$ cat config.mk
export PLATFORM = sky130hd
export DESIGN_NAME = multicycle_multiplier
export DESIGN_NICKNAME = d
export VERILOG_FILES = /design/src/rtl/multicycle_multiplier.sv
export SDC_FILE = /design/constraint.sdc
export NUM_CORES = 1
export LEC_CHECK = 0
export CAP_MARGIN = 20
export CORE_MARGIN = 3
export CORE_UTILIZATION = 52
export DETAILED_ROUTE_END_ITERATION = 10
export PLACE_DENSITY = 0.84
export RECOVER_POWER = 50
export SETUP_SLACK_MARGIN = 0.5
export SLEW_MARGIN = 20
export SYNTH_ARGS = -nofsm -noshare
export SYNTH_HDL_FRONTEND = slang
export SYNTH_SLANG_ARGS = --single-unit
$ cat constraint.sdc
create_clock -name clk -period 12.29 [get_ports clk]
set_input_delay 2.458 -clock clk [delete_from_list [all_inputs] [get_ports clk]]
set_output_delay 2.458 -clock clk [all_outputs]
set_load 0.05 [all_outputs]
$ cat src/rtl/multicycle_multiplier.sv
// ---------------------------------------------------------------------------
// multicycle_multiplier
//   Iterative RV32M multiplier (MUL / MULH / MULHSU / MULHU). Operands are
//   converted to magnitudes on accept and multiplied with a radix-2
//   shift-add loop, one bit per cycle. The sign is reapplied to the
//   2W-bit product when the loop finishes. The selected half is then
//   registered and presented with a one-cycle Done_o pulse.
//
//   state | meaning
//   ------+----------------------------------------------------------
//   IDLE  | waiting for Start_i; operands are latched on the accept edge
//   BUSY  | one shift-add step per cycle, DATA_WIDTH cycles in total
//   DONE  | Result_o valid and Done_o high for one cycle; Stall_o is low
//
// Ports
//   clk         in   clock, rising edge
//   reset       in   asynchronous, active-high; forces IDLE
//   Start_i     in   multiply request (qualified upstream)
//   Funct3_i    in   00 MUL, 01 MULH, 10 MULHSU, 11 MULHU
//   Rs1_Data_i  in   multiplicand
//   Rs2_Data_i  in   multiplier
//   Result_o    out  selected product half, registered
//   Done_o      out  result valid for writeback (one cycle)
//   Busy_o      out  high while the iteration runs
//   Stall_o     out  holds PC/regfile while a product is being formed
// ---------------------------------------------------------------------------
module multicycle_multiplier #(
    parameter int DATA_WIDTH = 32,
    parameter int CNT_WIDTH  = $clog2(DATA_WIDTH)
) (
    input  logic                  clk,
    input  logic                  reset,
    input  logic                  Start_i,
    input  logic [1:0]            Funct3_i,
    input  logic [DATA_WIDTH-1:0] Rs1_Data_i,
    input  logic [DATA_WIDTH-1:0] Rs2_Data_i,
    output logic [DATA_WIDTH-1:0] Result_o,
    output logic                  Done_o,
    output logic                  Busy_o,
    output logic                  Stall_o
);

    typedef enum logic [1:0] {
        IDLE = 2'd0,
        BUSY = 2'd1,
        DONE = 2'd2
    } state_t;

    state_t state_q, state_d;

    logic [1:0]              funct3_q;
    logic                    neg_q;
    logic [DATA_WIDTH-1:0]   mcand_q;
    logic [DATA_WIDTH-1:0]   mplier_q;
    logic [2*DATA_WIDTH-1:0] prod_q;
    logic [CNT_WIDTH-1:0]    cnt_q;
    logic [DATA_WIDTH-1:0]   result_q;

    logic                    accept;
    logic                    last_step;
    logic                    rs1_neg, rs2_neg;
    logic [DATA_WIDTH-1:0]   rs1_mag, rs2_mag;
    logic [DATA_WIDTH:0]     step_sum;
    logic [2*DATA_WIDTH-1:0] step_prod;
    logic [2*DATA_WIDTH-1:0] final_prod;
    logic [DATA_WIDTH-1:0]   final_res;

    // FSM: state register
    always_ff @(posedge clk or posedge reset) begin
        if (reset) begin
            state_q <= IDLE;
        end else begin
            state_q <= state_d;
        end
    end

    // FSM: next state and outputs
    always_comb begin
        state_d   = state_q;
        accept    = 1'b0;
        last_step = 1'b0;
        Busy_o    = 1'b0;
        Done_o    = 1'b0;
        Stall_o   = 1'b0;
        case (state_q)
            IDLE: begin
                if (Start_i) begin
                    accept  = 1'b1;
                    Stall_o = 1'b1;
                    state_d = BUSY;
                end
            end
            BUSY: begin
                Busy_o  = 1'b1;
                Stall_o = 1'b1;
                if (cnt_q == '0) begin
                    last_step = 1'b1;
                    state_d   = DONE;
                end
            end
            DONE: begin
                // Stall drops here so the PC advances while the result is written back.
                Done_o  = 1'b1;
                state_d = IDLE;
            end
            default: state_d = IDLE;
        endcase
    end

    // Operand conditioning: rs1 is signed for MULH/MULHSU, rs2 only for MULH.
    // Negating -2^(W-1) yields 2^(W-1), which is the correct unsigned magnitude.
    always_comb begin
        rs1_neg = ((Funct3_i == 2'b01) || (Funct3_i == 2'b10)) && Rs1_Data_i[DATA_WIDTH-1];
        rs2_neg = (Funct3_i == 2'b01) && Rs2_Data_i[DATA_WIDTH-1];
        rs1_mag = rs1_neg ? -Rs1_Data_i : Rs1_Data_i;
        rs2_mag = rs2_neg ? -Rs2_Data_i : Rs2_Data_i;
    end

    // One shift-add step. The carry out of the upper-half add is kept and
    // becomes the MSB after the right shift.
    always_comb begin
        step_sum   = {1'b0, prod_q[2*DATA_WIDTH-1:DATA_WIDTH]}
                   + {1'b0, (mplier_q[0] ? mcand_q : {DATA_WIDTH{1'b0}})};
        step_prod  = {step_sum, prod_q[DATA_WIDTH-1:1]};
        final_prod = neg_q ? -step_prod : step_prod;
        final_res  = (funct3_q == 2'b00) ? final_prod[DATA_WIDTH-1:0]
                                         : final_prod[2*DATA_WIDTH-1:DATA_WIDTH];
    end

    always_ff @(posedge clk or posedge reset) begin
        if (reset) begin
            funct3_q <= 2'b00;
            neg_q    <= 1'b0;
            mcand_q  <= '0;
            mplier_q <= '0;
            prod_q   <= '0;
            cnt_q    <= '0;
            result_q <= '0;
        end else begin
            if (accept) begin
                funct3_q <= Funct3_i;
                neg_q    <= rs1_neg ^ rs2_neg;
                mcand_q  <= rs1_mag;
                mplier_q <= rs2_mag;
                prod_q   <= '0;
                cnt_q    <= CNT_WIDTH'(DATA_WIDTH - 1);
            end else if (state_q == BUSY) begin
                prod_q   <= step_prod;
                mplier_q <= mplier_q >> 1;
                if (cnt_q != '0) begin
                    cnt_q <= cnt_q - CNT_WIDTH'(1);
                end
                if (last_step) begin
                    result_q <= final_res;
                end
            end
        end
    end

    assign Result_o = result_q;

endmodule

# After elaboration in Yosys (flattened, before gate mapping)

Index checks and enable logic that the tools add are counted.

Output and inout bits: 35
Bits in registers: 170

Bitwise logic cells: 2
Muxes and demuxes: 22
Reduce and logical (&&, ||, !) cells: 12
Add/subtract/negate cells: 5
Equality and inequality tests: 6

Operator list:

| kind                                                                  | number |
|---|---|
| 32-bit two-way mux                                                    | 6 |
| 64-bit two-way mux                                                    | 3 |
| 32-bit negator                                                        | 2 |
| 64-bit negator                                                        | 1 |
| 32-bit by 32-bit adder with 33-bit output                             | 1 |
| 5-bit two-way mux                                                     | 3 |
| 1-bit two-way mux                                                     | 6 |
| 5-bit logical NOT                                                     | 1 |
| 5-bit nonzero test                                                    | 1 |
| 5-bit by 1-bit subtractor with 5-bit output, second input constant    | 1 |
| 2-bit by 1-bit equality test with 1-bit output, second input constant | 2 |
| 2-bit equality test, second input constant                            | 2 |
| 2-bit logical NOT                                                     | 2 |
| 2-bit two-way mux                                                     | 2 |
| 2-bit != test, second input constant                                  | 2 |
| 2-bit one-hot mux with 2 select lines                                 | 1 |
| 2-bit AND reduction                                                   | 2 |
| 2-bit nonzero test                                                    | 2 |
| 3-bit AND reduction                                                   | 1 |
| 1-bit logical AND                                                     | 2 |
| 1-bit one-hot mux with 2 select lines                                 | 1 |
| 1-bit logical OR                                                      | 1 |
| 1-bit NOT                                                             | 1 |
| 1-bit XOR                                                             | 1 |

# Logic depth before layout (Yosys ltp)

Gate-level depths: netlist (run 1).

Word-level depth: 5
Gate-level depth with buffers: 15
Gate-level depth less buffers: 13

# Worst setup path after synthesis (run 1)

Ideal clock, no wire load.

Path type: input to output
From: input Start_i
To: output Stall_o
Stages on the path: 4
Arrival: 3571 ps
Path slack: 6261 ps
Data required time: 9832 ps
Cells stage by stage: nand2_1 > nor2_1 > nor2_1 > clkinv_1

Word-level cells in the longest chain between the ends: 2

RTL lines:

| item                                  | line | text |
|---|---|---|
| start: declaration                    | 33   | `input logic Start_i,` |
| 1-bit two-way mux                     | 87   | `if (Start_i) begin` |
| 1-bit one-hot mux with 2 select lines | 85   | `case (state_q)` |
| end: declaration                      | 40   | `output logic Stall_o` |

Every way passes these cells.

# Worst setup path in the final report (run 1)

Ends and elaborated chain as after synthesis.

==> qor_table.md, run 1 <==
| Result | Value |
|---|---|
| Number of global-route vias before repair | 10750 |
| Overflow left after global routing | 0 |
| Launching instance or port of the critical path | Start_i |
| Synth Net Count | 1571 |
| Initial cell density of the core | 53.53% |
| Count of pins over their slew limit | 248 |
| Crit path depth | 6 |
| Max-cap violations | 4 |
| Post-route setup TNS | 0 ns |
| Synth cell types | 75 |
| Final design area excluding fillers | 13550 um2 |
| Switching power share of the total | 50.23% |
| Crit path buffers/inverters | 3 |
| Area of the mapped netlist | 11830 um2 |
| Most common cell on crit path | sky130_fd_sc_hd__nor2_1 |
| Cell at the root of the clock tree | sky130_fd_sc_hd__clkbuf_16 |
| Clock Power Share | 13.8% |
| Delay-heaviest family, CP | buffers and inverters |
| Total number of H-tree levels | 4 |
| Category of the worst setup path launch point | input port |
| Critical path data arrival time | 5.96 ns |
| Die area | 24590 um2 |
| Beginning of the worst hold path | mcand_q[31] |
| Fraction of layout instances using a drive strength above 1 | 4.656% |
| GR Util All Layers | 25.87% |
| Depth of the worst hold-timing path | 2 |
| Leak pwr | 0.005564 uW |
| Die extent in y | 156.8 um |
| Post-cts hold buffer count | 0 |
| Vias post-DR | 11160 |
| Net Sw Power | 1973 uW |
| DRT iter0 DRCs | 784 |
| Number of hold violations in the final report | 0 |
| Port Buf Inserts | 103 |
| Instance area at placement | 12990 um2 |
| Max Clk Rate | 118.7 MHz |
| Post-Route Skew | 0.007058 ns |
| Worst path max stage delay | 0.83 ns |
| Measured slew at the worst slew-check pin | 3.560 ns |
| Status | complete, but fails checks |
| Share of the yosys chip area belonging to registers | 35.76% |
| Global-route track usage on met1 | 33.15% |
| Combined flip-flop and latch cell area | 4230 um2 |
| Crit. End Element | primary output |
| Number of nets with antenna violations after detailed routing | 0 |
| Number of register bits inferred by synthesis | 169 |
| Multi-input gate area | 7168 um2 |
| Clock latency on the worst-skew pair | 0.44 ns |
| Flip-flop cell with the highest count after synthesis | sky130_fd_sc_hd__dfrtp_1 |
| Area delta synth->final | 14.60% |
| Combinational Power Share | 60.3% |
| Violations in the final reports | max-capacitance violations, max-slew violations |
| Maximum number of pins on one net before global-route repair | 106 |
| Setup fix buffers added after clock tree synthesis | 0 |
| CTS sink cnt | 169 |
| Setup repair after global routing missed its margin | no |
| Number of enable flip-flop cells after synthesis | 0 |
| Internal | 1955 uW |
| Met3 GRT Util | 3.789% |
| Setup Viol. Count Final | 0 |
| Post-layout min period | 8.422 ns |
| Power share of the sequential group | 25.9% |
| Min-delay worst type | register to register |
| Total power divided by cell area | 289.8 nW/um2 |
| Final wirelength | 31560 um |
| Number of filler cells placed in the layout | 1919 |
| First drt pass iteration count | 7 |
| Detail-routed net length per standard cell | 17.49 um |
| Category of the critical setup timing path | input port to primary output |
| Clock tree from TritonCTS | built |
| CP required | 9.83 ns |
| Top Usage Layer GRT | met2 |
| Clock buffers created by TritonCTS | 17 |
| Floorplan Core Area | 22090 um2 |
| Syn. warnings | 0 |
| Period utilisation layout | 68.53% |
| Worst-case reg-to-reg path depth | 13 |
| Max clock buf depth | 2 |
| Crit-path max FO | 23 |
| CP max-delay cell | sky130_fd_sc_hd__dlygate4sd3_1 |
| Initial antenna violation count | 0 |
| Width of the chip | 156.8 um |
| Average footprint of a synthesized cell | 8.084 um2 |
| Count of standard-cell rows | 54 |
| Async set-or-reset flop fraction in the synthesized netlist | 100.0% |
| Global-route wire length before repair | 52200 um |
| Final GP Congestion | 0.9181 |
| Cell-by-cell trace of the critical path | dlygate4sd3_1, nand2_1, nor2_1, nor2_1, clkinv_1, clkdlybuf4s50_1 |
| Top Ports | 104 |
| Startpoint of the worst register-to-register path | mplier_q[0] |
| GR Util met2 | 43.79% |
| DRC violation count after routing | 0 |
| Number of antenna diodes | 0 |
| Largest voltage drop on the vdd net | 0.1551 mV |
| Tightest slew margin relative to the limit | -137.4% |
| DR vias/cell | 6.181 |
| Reg clk slew, reported paths | 0.07 ns |
| Cts repair resizes | 0 |
| Gate count of the mapped netlist | 1463 |
| Final #Nets | 1620 |
| Post-detailed-placement half-perimeter wirelength | 22660 um |
registers in the layout, indices dropped and copies added (netlist names):
name,flops
Result_o,32
state_q,2
prod_q,63
funct3_q,2
cnt_q,5
mcand_q,32
neg_q,1
mplier_q,32
cells in the final DEF, fill, tap and decap left out, drive strengths merged, types with 46 or more instances in the layout:
master / n
a21oi: 105
and2: 46
clkdlybuf4s50: 69
dfrtp: 169
nand2: 243
nand3: 79
nor2: 66
o21ai: 144
o22ai: 49
xnor2: 71
xor2: 68
power by group through the flow:
stage	logic [uW]	registers, uW	clock network (uW)
CTS	2360	1010	543
detailed placement	2340	1020	0
finish	2370	1020	541
global placement	2290	1010	0
global route	2620	1050	569
floorplan	1720	1030	0
layer usage:
metal	vias to the layer above	share of wire, %
met2	418	49
met1	5312	42
met5	-	0
met4	0	3.5
li1	5347	-
met3	79	5.6
Yosys cell counts, types with 11 or more instances:
master	number	area, um2
sky130_fd_sc_hd__o31ai_1	32	240.2
sky130_fd_sc_hd__and2_1	46	287.8
sky130_fd_sc_hd__nand3_1	78	390.4
sky130_fd_sc_hd__ha_1	38	475.5
sky130_fd_sc_hd__inv_1	30	112.6
sky130_fd_sc_hd__or3_1	20	125.1
sky130_fd_sc_hd__xnor2_1	71	621.9
sky130_fd_sc_hd__a21oi_1	105	525.5
sky130_fd_sc_hd__o22ai_1	49	306.5
sky130_fd_sc_hd__o21ai_0	136	680.7
sky130_fd_sc_hd__o211ai_1	11	82.58
sky130_fd_sc_hd__o41ai_1	14	122.6
sky130_fd_sc_hd__dfrtp_1	169	4229
sky130_fd_sc_hd__nand4_1	11	68.82
sky130_fd_sc_hd__clkbuf_1	73	274.0
sky130_fd_sc_hd__xor2_1	68	595.6
sky130_fd_sc_hd__nor2_1	66	247.7
sky130_fd_sc_hd__nor4_1	15	93.84
sky130_fd_sc_hd__nor3_1	26	130.1
sky130_fd_sc_hd__nand2_1	243	912.1
final timing paths:
kind / slack (ns) / to
max: 3.87 / Stall_o
min: 0.47 / mcand_q[31]
max reg2reg: 6.91 / Result_o[27]
min reg2reg: 0.47 / mcand_q[31]
max in group asynchronous: 5.00 / neg_q
min in group asynchronous: 2.98 / mcand_q[28]
per-stage QoR:
stage | power (uW) | hold WS [ns] | setup slack, ns | instances | util, %
floorplan | 2749 | 0.4418 | 5.257 | 1463 | -
global placement | 3297 | 0.4582 | 3.937 | 1773 | 58.79
detailed placement | 3363 | 0.4632 | 3.846 | 1773 | 58.79
CTS | 3918 | 0.4782 | 3.795 | 1805 | 61.46
global route | 4240 | 0.4975 | 3.642 | 1805 | 61.34
finish | 3928 | 0.4726 | 3.868 | 1805 | 61.34
area by class of cell:
class,count,share of cell area (%)
clock inverter,13,0.9970
multi-input combinational,1180,52.89
timing repair buffer,112,8.078
inverter,32,0.8955
sequential,169,31.21
tap,280,2.585
clock buffer,19,3.342
cell families after synthesis:
logic type / after synthesis / share of synthesized area (%)
AO/OA/AOI/OAI: 432 / 22.59
XOR/XNOR: 139 / 10.29
adder cells (fa/ha/maj): 39 / 4.190
buffers and inverters: 114 / 3.640
flip-flops: 169 / 35.76
multiplexers: 3 / 0.2539
AND/OR/NAND/NOR: 567 / 23.28
worst min-delay path, stage by stage, from the launching register on:
cell	delay [ns]
sky130_fd_sc_hd__dfrtp_1	0.33
sky130_fd_sc_hd__nand2_1	0.05
sky130_fd_sc_hd__o21ai_0	0.06
No activity file was read; power rests on OpenSTA's default activity.
==> run 2, diff against run 1 <==
- PLACE_DENSITY: 0.84 -> 0.87
- clock period: 12.29 -> 7.5 ns (I/O delays scaled with it)
==> run 2 against run 1 <==
  * The flow still finishes with violations (max-capacitance violations, max-slew violations)
  * First-iteration DRC count increased by 24%
  * Register-to-register slack got worse by 4.6 ns
  * Flip-flop and latch count stayed put
  * Sequential share of layout area is essentially flat
  * Clock power rose by 57%
  * Utilization about the same
  * Combinational power rose by 66%
  * Global-route usage grew 0.72 points
  * Die area stayed put
  * Largest cell class unchanged
==> qor_table.md, run 2 (synthesis results as in run 1) <==
| Result | Value |
|---|---|
| Status | complete, but fails checks |
| Violations in the final reports | max-capacitance violations, max-slew violations |
| Initial cell density of the core | 53.53% |
| Number of antenna diodes | 0 |
| Post-route setup TNS | 0 ns |
| Global-route wire length before repair | 53720 um |
| Clock latency on the worst-skew pair | 0.44 ns |
| Startpoint of the worst register-to-register path | mplier_q[0] |
| Width of the chip | 156.8 um |
| CP required | 6.00 ns |
| Total power divided by cell area | 476.5 nW/um2 |
| Top Ports | 104 |
| Period utilisation layout | 83.70% |
| Post-Place Setup Slack | 1.751 ns |
| Number of hold violations in the final report | 0 |
| Commonest non-fill, non-tap cells in the layout | 242 x sky130_fd_sc_hd__nand2_1, 168 x sky130_fd_sc_hd__dfrtp_1, 136 x sky130_fd_sc_hd__o21ai_0 |
| Overflow left after global routing | 0 |
| GR Util All Layers | 26.59% |
| Most common cell after layout, fill and taps aside | sky130_fd_sc_hd__nand2_1 |
| Area delta synth->final | 14.62% |
| Crit-path max FO | 23 |
| Cell at the root of the clock tree | sky130_fd_sc_hd__clkbuf_16 |
| Measured slew at the worst slew-check pin | 2.241 ns |
| Floorplan Core Area | 22090 um2 |
| Setup slack of the worst register-to-register path | 2.33 ns |
| Crit. End Element | primary output |
| Die area | 24590 um2 |
| Setup fix buffers added after clock tree synthesis | 0 |
| Die extent in y | 156.8 um |
| Final wirelength | 32110 um |
| Port Buf Inserts | 103 |
| DR vias/cell | 6.231 |
| Post-cts hold buffer count | 0 |
| Final #Nets | 1622 |
| Category of the critical setup timing path | input port to primary output |
| Critical path data arrival time | 4.78 ns |
| Flip-flop count of the largest register after layout | 63 |
| Vias post-DR | 11260 |
| Number of nets with antenna violations after detailed routing | 0 |
| CTS sink cnt | 169 |
| Setup Viol. Count Final | 0 |
| Clock buffers created by TritonCTS | 17 |
| Beginning of the worst hold path | mcand_q[30] |
| Setup repair after global routing missed its margin | no |
| Min setup slack post-route | 1.222 ns |
| Post-detailed-placement half-perimeter wirelength | 22620 um |
| DRT iter0 DRCs | 976 |
| Detail-routed net length per standard cell | 17.77 um |
| Category of the worst setup path launch point | input port |
| Initial antenna violation count | 0 |
| Number of global-route vias before repair | 10900 |
| First drt pass iteration count | 5 |
| Count of pins over their slew limit | 48 |
| Depth of the worst hold-timing path | 2 |
| Final GP Congestion | 0.9107 |
| Fraction of the core area covered by cells at the end of the flow | 61.35% |
| Tightest slew margin relative to the limit | -50.20% |
| Largest voltage drop on the vdd net | 0.1886 mV |
| Clock tree from TritonCTS | built |
| Maximum number of pins on one net before global-route repair | 113 |
| Worst Hold Path EP | mcand_q[30] |
| Total number of H-tree levels | 4 |
| Post-layout min period | 6.278 ns |
| Min-delay worst type | register to register |
| Max Clk Rate | 159.3 MHz |
| Max clock buf depth | 2 |
| Largest register by flop count | prod_q |
| Reg clk slew, reported paths | 0.06 ns |
| Cts repair resizes | 0 |
| Max-cap violations | 1 |
| Worst-case reg-to-reg path depth | 13 |
| Count of standard-cell rows | 54 |
| DRC violation count after routing | 0 |
| R2r endpoint | Result_o[26] |
| Leak pwr | 0.005645 uW |
| Fraction of layout instances using a drive strength above 1 | 4.846% |
| Post-Route Skew | 0.008754 ns |
==> run 2: power by group <==
| part | switching [uW] | total (uW) | internal (uW) |
|---|---|---|---|
| clock | 388 | 847 | 459 |
| sequential | 376 | 1680 | 1300 |
| combinational | 2490 | 3930 | 1440 |
==> run 2: worst max-delay path by stage <==
| stage | startpoint | to | slack [ns] | cells past startpoint |
|---|---|---|---|---|
| finish | Start_i | Stall_o | 1.22 | 8 |
| global route | Start_i | Stall_o | 1.04 | 8 |
| CTS | Start_i | Stall_o | 1.74 | 8 |
| detailed placement | Start_i | Stall_o | 1.75 | 8 |
| global placement | Start_i | Stall_o | 1.80 | 8 |
| floorplan | reset | Result_o[0] | 1.42 | 1 |
==> run 2: stage by stage <==
stage | cells | hold slack [ns] | cell area [um2] | total power [uW]
after floorplan | 1463 | 0.4418 | 11830 | 4504
after global placement | 1774 | 0.4595 | 13000 | 5393
after detailed placement | 1774 | 0.4634 | 13000 | 5525
after CTS | 1806 | 0.4774 | 13550 | 6400
after global routing | 1807 | 0.4972 | 13560 | 6953
final | 1807 | 0.4749 | 13560 | 6459
==> run 2: worst max-delay path, cell delays in order <==
cell and delay, ns:
sky130_fd_sc_hd__dlygate4sd3_1 0.54, sky130_fd_sc_hd__clkbuf_1 0.43, sky130_fd_sc_hd__nand2_1 0.24, sky130_fd_sc_hd__nor2_1 0.06
sky130_fd_sc_hd__buf_4 0.20, sky130_fd_sc_hd__nor2_1 0.56, sky130_fd_sc_hd__clkinv_1 0.43, sky130_fd_sc_hd__clkdlybuf4s50_1 0.82
==> run 2: per-layer routing <==
layer  track usage [%]  up-vias  wire length, um
li1                  -     5357                -
met1             34.19     5412            13040
met2             45.73      412            16220
met3             3.567       78             1856
met4             9.837        0              997
met5                 0        -                0
==> run 2: final cells by class <==
type	instances	area, um2
flip-flops and latches	169	4230
clock buffers	18	429.2
well taps	280	350.3
fillers	1877	8538
clock inverters	14	120.1
repair buffers	114	1130
inverters	32	121.4
multi-input cells	1180	7174
